===== config.mk =====
export PLATFORM = sky130hd
export DESIGN_NAME = div_iter
export DESIGN_NICKNAME = d
export VERILOG_FILES = /design/src/rtl/div_pkg.sv /design/src/rtl/div_step.sv /design/src/rtl/div_iter.sv
export SDC_FILE = /design/constraint.sdc
export NUM_CORES = 1
export LEC_CHECK = 0
export BUFFER_PORTS_ARGS = -buffer_cell sky130_fd_sc_hd__buf_2
export CELL_PAD_IN_SITES_DETAIL_PLACEMENT = 0
export CELL_PAD_IN_SITES_GLOBAL_PLACEMENT = 2
export CORE_MARGIN = 2
export CORE_UTILIZATION = 36
export DETAILED_ROUTE_END_ITERATION = 6
export PLACE_DENSITY = 0.91
export SYNTH_ARGS = -nofsm -noshare
export SYNTH_HDL_FRONTEND = slang
export SYNTH_SLANG_ARGS = --single-unit

===== constraint.sdc =====
create_clock -name clk -period 4.3 [get_ports clk]
set_input_delay 0.645 -clock clk [delete_from_list [all_inputs] [get_ports clk]]
set_output_delay 0.645 -clock clk [all_outputs]
set_load 0.1 [all_outputs]

===== src/rtl/div_pkg.sv =====
`default_nettype none
// +------------------------------------------------------------------------+
// | Module   : div_pkg                                                     |
// | Purpose  : Shared types and helpers for the iterative divider:         |
// |            FSM state enumeration and a two's-complement negation.      |
// | Revision : 1.0 - initial release                                       |
// +------------------------------------------------------------------------+
package div_pkg;

  typedef enum logic [1:0] {
    IDLE = 2'd0,
    CALC = 2'd1,
    FIX  = 2'd2,
    OUT  = 2'd3
  } state_t;

  // neg() works on a fixed wide vector; callers zero-extend into it and
  // truncate the result back, which yields the correct low-order bits for
  // any operand width up to NEG_W.
  localparam int NEG_W = 64;

  function automatic logic [NEG_W-1:0] neg(input logic [NEG_W-1:0] v);
    return (~v) + NEG_W'(1);
  endfunction

endpackage
`default_nettype wire


===== src/rtl/div_step.sv =====
`default_nettype none
// +------------------------------------------------------------------------+
// | Module   : div_step                                                    |
// | Purpose  : One radix-2 restoring division iteration (combinational).   |
// |            {rem,quo} is shifted left one bit, the divisor is trial-    |
// |            subtracted, and the quotient LSB records success.           |
// | Ports    : rem_in/quo_in  - current partial remainder / quotient       |
// |            divisor        - divisor magnitude                          |
// |            rem_out/quo_out- values after this iteration                |
// | Revision : 1.0 - initial release                                       |
// +------------------------------------------------------------------------+
module div_step #(
  parameter int WIDTH = 32
) (
  input  logic [WIDTH-1:0] rem_in,
  input  logic [WIDTH-1:0] quo_in,
  input  logic [WIDTH-1:0] divisor,
  output logic [WIDTH-1:0] rem_out,
  output logic [WIDTH-1:0] quo_out
);

  logic [WIDTH:0] shifted;
  logic [WIDTH:0] diff;

  // One extra bit holds the bit shifted out of rem so the trial
  // subtraction sees the true magnitude; diff[WIDTH] is the borrow.
  assign shifted = {rem_in, quo_in[WIDTH-1]};
  assign diff    = shifted - {1'b0, divisor};

  always_comb begin
    rem_out = shifted[WIDTH-1:0];
    quo_out = {quo_in[WIDTH-2:0], 1'b0};
    if (!diff[WIDTH]) begin
      rem_out = diff[WIDTH-1:0];
      quo_out = {quo_in[WIDTH-2:0], 1'b1};
    end
  end

endmodule
`default_nettype wire


===== src/rtl/div_iter.sv =====
`default_nettype none
// +------------------------------------------------------------------------+
// | Module   : div_iter                                                    |
// | Purpose  : WIDTH-generic iterative radix-2 restoring divider for the   |
// |            MIPS32 mul/div unit (DIV/DIVU). Quotient truncates toward   |
// |            zero, remainder takes the dividend's sign.                  |
// | Ports    : clk, rst_n (async, active-low)                              |
// |            start/sign/data_a/data_b - request, sampled when !busy      |
// |            busy  - operation in progress                               |
// |            done  - one-cycle pulse, results valid                      |
// |            data_q/data_r - quotient / remainder (held until next done) |
// |            dbz   - divide-by-zero flag, valid with done                |
// | Config   : DIV_ZERO_TRAP_EN - divisor 0 finishes two cycles after      |
// |            accept with dbz=1; otherwise full latency and dbz=0.        |
// | Revision : 1.0 - initial release                                       |
// +------------------------------------------------------------------------+
module div_iter
  import div_pkg::*;
#(
  parameter int WIDTH = 32
) (
  input  logic             clk,
  input  logic             rst_n,
  input  logic             start,
  input  logic             sign,
  input  logic [WIDTH-1:0] data_a,
  input  logic [WIDTH-1:0] data_b,
  output logic             busy,
  output logic             done,
  output logic [WIDTH-1:0] data_q,
  output logic [WIDTH-1:0] data_r,
  output logic             dbz
);

  localparam int CNT_W = $clog2(WIDTH + 1);

  state_t           state, state_nx;
  logic [CNT_W-1:0] cnt;
  logic [WIDTH-1:0] rem, quo, dvs;
  logic [WIDTH-1:0] step_rem, step_quo;
  logic [WIDTH-1:0] mag_a, mag_b;
  logic [WIDTH-1:0] fix_q, fix_r;
  logic             neg_q, neg_r;
  logic             b_zero, accept, trap;

  assign b_zero = (data_b == '0);
  assign busy   = (state == CALC) || (state == FIX);
  // OUT has busy=0, so a start coinciding with done is accepted.
  assign accept = start && !busy;

  assign mag_a = (sign && data_a[WIDTH-1]) ? WIDTH'(neg(NEG_W'(data_a))) : data_a;
  assign mag_b = (sign && data_b[WIDTH-1]) ? WIDTH'(neg(NEG_W'(data_b))) : data_b;
  assign fix_q = neg_q ? WIDTH'(neg(NEG_W'(quo))) : quo;
  assign fix_r = neg_r ? WIDTH'(neg(NEG_W'(rem))) : rem;

`ifdef DIV_ZERO_TRAP_EN
  assign trap = b_zero;
`else
  assign trap = 1'b0;
`endif

  div_step #(
    .WIDTH (WIDTH)
  ) u_step (
    .rem_in  (rem),
    .quo_in  (quo),
    .divisor (dvs),
    .rem_out (step_rem),
    .quo_out (step_quo)
  );

  always_ff @(posedge clk or negedge rst_n) begin
    if (!rst_n) state <= IDLE;
    else        state <= state_nx;
  end

  always_comb begin
    state_nx = state;
    case (state)
      IDLE, OUT: begin
        state_nx = IDLE;
        if (accept) state_nx = trap ? FIX : CALC;
      end
      CALC:    if (cnt == CNT_W'(1)) state_nx = FIX;
      FIX:     state_nx = OUT;
      default: state_nx = IDLE;
    endcase
  end

  always_ff @(posedge clk or negedge rst_n) begin
    if (!rst_n) begin
      cnt    <= '0;
      rem    <= '0;
      quo    <= '0;
      dvs    <= '0;
      neg_q  <= 1'b0;
      neg_r  <= 1'b0;
      data_q <= '0;
      data_r <= '0;
      done   <= 1'b0;
    end else begin
      done <= 1'b0;
      if (accept) begin
        cnt   <= CNT_W'(WIDTH);
        dvs   <= mag_b;
        neg_r <= sign & data_a[WIDTH-1];
        if (trap) begin
          // Preload the raw restoring result for b=0 (q all ones,
          // rem = |a|) so FIX produces it without iterating.
          rem   <= mag_a;
          quo   <= '1;
          neg_q <= 1'b0;
        end else begin
          rem   <= '0;
          quo   <= mag_a;
          // A zero divisor keeps the raw all-ones quotient.
          neg_q <= sign & (data_a[WIDTH-1] ^ data_b[WIDTH-1]) & ~b_zero;
        end
      end else if (state == CALC) begin
        rem <= step_rem;
        quo <= step_quo;
        cnt <= cnt - CNT_W'(1);
      end else if (state == FIX) begin
        data_q <= fix_q;
        data_r <= fix_r;
        done   <= 1'b1;
      end
    end
  end

`ifdef DIV_ZERO_TRAP_EN
  logic dbz_pend;

  always_ff @(posedge clk or negedge rst_n) begin
    if (!rst_n) begin
      dbz_pend <= 1'b0;
      dbz      <= 1'b0;
    end else begin
      if (accept)             dbz_pend <= trap;
      else if (state == FIX)  dbz      <= dbz_pend;
    end
  end
`else
  assign dbz = 1'b0;
`endif

endmodule
`default_nettype wire


==> results.ini <==
[routing]
drt_pass1_iterations=7
drc=0
drt_iter0_markers=668
finalWirelength_um=28910
vias_per_cell=5.152
postRouteAntennaNets=0
avgRoutedWirePerCell_um=15.85
dr_total_vias=9398

[global_routing]
gr-usage-met2_pct=25.96
grt_max_degree=90
grt_use_met3_pct=2.910
grt_pass1_vias=8904
top_usage_layer=met1
grt_use_met1_pct=28.04
grt_overflow_total=0
antenna_found_initial=0
grt_usage_pct=18.15
grt_pass1_wl_um=47890

[worst_hold_path]
hold_class=input port to async pin

[setup_path]
crit_buf_inv=1
max_stage_delay_ns=0.57
rr_worst_depth=11
arrival_ns=3.97
cp_slowest_cell=a2111oi_0
reg2reg_to=rem[25]$_DFFE_PN0P_
cp-end-kind=flip-flop
start_kind=flip-flop
timing.critical_path.from=rem[24]$_DFFE_PN0P_
path_depth=11
path_delay_family=compound AO/OA/AOI/OAI gates
r2r_start=rem[24]$_DFFE_PN0P_
worstSetupPathType=flip-flop to flip-flop
cpMostUsedCell=a211oi_1
r2r_slack_ns=0.60
cp-endpoint=rem[25]$_DFFE_PN0P_
cp_max_fo=29
required_ns=4.58
crit_chain=ha_1 -> a21oi_1 -> nor2_1 -> a211oi_1 -> a31oi_1 -> a2111oi_0 -> o41ai_2 -> xor2_2 -> buf_4 -> mux2i_1 -> a211oi_1

[sta]
rsz0062_at_grt=false
slew_headroom_pct=25.35
max_clock_freq_mhz=270.6
tns_ns=0
skew_ns=0.007620
period_minus_slack_ns=3.696
hold_violations=0
slew_viol_final=0
period_share_pct=85.96
tightest_slew_ns=1.120
setup_viol=0

[logic_synthesis]
ys_seq_elements=171
synth_cells=1320
synth-edff-count=0
syn-num-nets=1429
synth.avg_cell_area_um2=8.450
ys_seq_area_share_pct=38.36
synth_top_area_share_pct=38.36
synth_flop_cell=dfrtp_1
async_flop_share_pct=100.0
yosys-top-cells-count=dfrtp_1, nand2_1, o21ai_0, a21oi_1, nor2_1
yosysTopAreaCell=dfrtp_1
netlist_top_cells_area=dfrtp_1, xor2_1, o21ai_0
syn-cell-area_um2=11150
ys_warn_count=0
synth_most_common_cell=dfrtp_1
synth_cell_type_count=62

[pwr]
vdd_drop_max_uv=249.7
switching_share_pct=25.12
seq_power_share_pct=47.0
total_leakage_power_uw=0.005801
p_int_uw=2559
clock_power_share_pct=47.5
p_sw_uw=858.2
total_power_uw=3417
power_density_nw_per_um2=266.9
power_frac_comb_pct=5.5

[clocking]
clock_path_buffers=2
numClockSinks=171
tritoncts=yes
numCtsBuffers=17
post_cts_buffers=0
path_clk_slew_ns=0.07
clock-root-buffer=clkbuf_16
cts-hold-fix-buffers=0
htree_levels=4
clock_latency_ns=0.44
cts_resized=0

[finish]
fillers=3135
area_growth_pct=14.75
final-seq-area_um2=4279
multi_input_area_um2=6426
antenna_cells=0
drive_gt1_share_pct=14.01
final_nets=1524
final_util_pct=41.84

[placement]
gp_congestion=0.8969
place.detailed.hpwl_um=21350
io_buffers=133

[floorplanning]
start_util_pct=36.47
die-area_um2=32410
pin_count=135
core.rowCount=64
fp.dieH_um=180.0
core_area_um2=30590
dieWidth_um=180.0

[status]
status=completed

[flow_run]
cap_violations=0

-- power by group through the flow --
| stage | Clock, uW | Sequential, uW | Combinational, uW |
|---|---|---|---|
| CTS | 1660 | 1610 | 191 |
| detailed placement | 0 | 1640 | 190 |
| global placement | 0 | 1640 | 189 |
| floorplan | 0 | 1640 | 82.0 |
| finish | 1620 | 1610 | 187 |
| global route | 1720 | 1610 | 210 |
-- metrics by stage --
stage / cell area (um^2) / hold slack (ns) / std cells / worst slack, ns
4_1_cts: 12800 / 0.3257 / 1824 / 0.6496
3_5_place_dp: 12200 / 0.4726 / 1792 / 0.6787
5_1_grt: 12800 / 0.3618 / 1824 / 0.2897
3_3_place_gp: 12200 / 0.4634 / 1792 / 0.7832
6_report: 12800 / 0.3019 / 1824 / 0.6039
2_1_floorplan: 11150 / 0.3494 / 1320 / 1.216
-- cell usage in the layout, fill, tap and decap left out, types with 10 or more instances in the layout --
master / count
a21oi_1: 120
a31oi_1: 38
buf_2: 132
buf_4: 10
clkbuf_16: 17
dfrtp_1: 171
ha_1: 38
inv_1: 61
mux2i_1: 35
nand2_1: 163
nand2b_1: 17
nor2_1: 120
nor3_1: 15
nor4_1: 14
o21ai_0: 128
o21ai_1: 10
o31ai_1: 27
o41ai_1: 15
or3_1: 10
xnor2_1: 54
xor2_1: 92
-- area by class of cell --
class                           instances  area share, %
Multi-Input combinational cell       1020          50.21
Sequential cell                       171          33.43
Timing Repair Buffer                  144          5.992
Tap cell                              396          3.871
Clock buffer                           18          3.353
Inverter                               61          1.789
Clock inverter                         14          1.359
-- per-layer routing --
| layer | part of all wire, % | vias to the layer above |
|---|---|---|
| li1 | - | 4831 |
| met3 | 4.5 | 30 |
| met1 | 53 | 4326 |
| met5 | 0 | - |
| met2 | 40 | 211 |
| met4 | 1.7 | 0 |
-- state kept, by name, summed over array words and instances, names as in the netlist --
name and count:
cnt 6, data_q 32, data_r 32, done 1, dvs 32, neg_q 1
neg_r 1, quo 32, rem 32, state 2
-- worst min-delay path by stage --
| stage | slack (ns) | endpoint | startpoint |
|---|---|---|---|
| after floorplan | 0.35 | cnt[0]$_DFFE_PN0P_ | rst_n |
| after global placement | 0.46 | dvs[15]$_DFFE_PN0P_ | dvs[15]$_DFFE_PN0P_ |
| after detailed placement | 0.47 | dvs[23]$_DFFE_PN0P_ | dvs[23]$_DFFE_PN0P_ |
| after CTS | 0.33 | state[1]$_DFFE_PN0P_ | rst_n |
| after global routing | 0.36 | dvs[29]$_DFFE_PN0P_ | rst_n |
| final | 0.30 | dvs[24]$_DFFE_PN0P_ | rst_n |
-- cells by family after synthesis --
group           after synthesis  share of synthesized area, %
simple gates                405                         16.80
compound gates              385                         20.42
flops                       171                         38.36
xor+xnor                    148                         11.62
buf+inv                     129                         4.419
fa+ha+maj                    41                         4.666
mux                          40                         3.679
other cells                   1                       0.03362
Power figures use the tool's default switching activity.
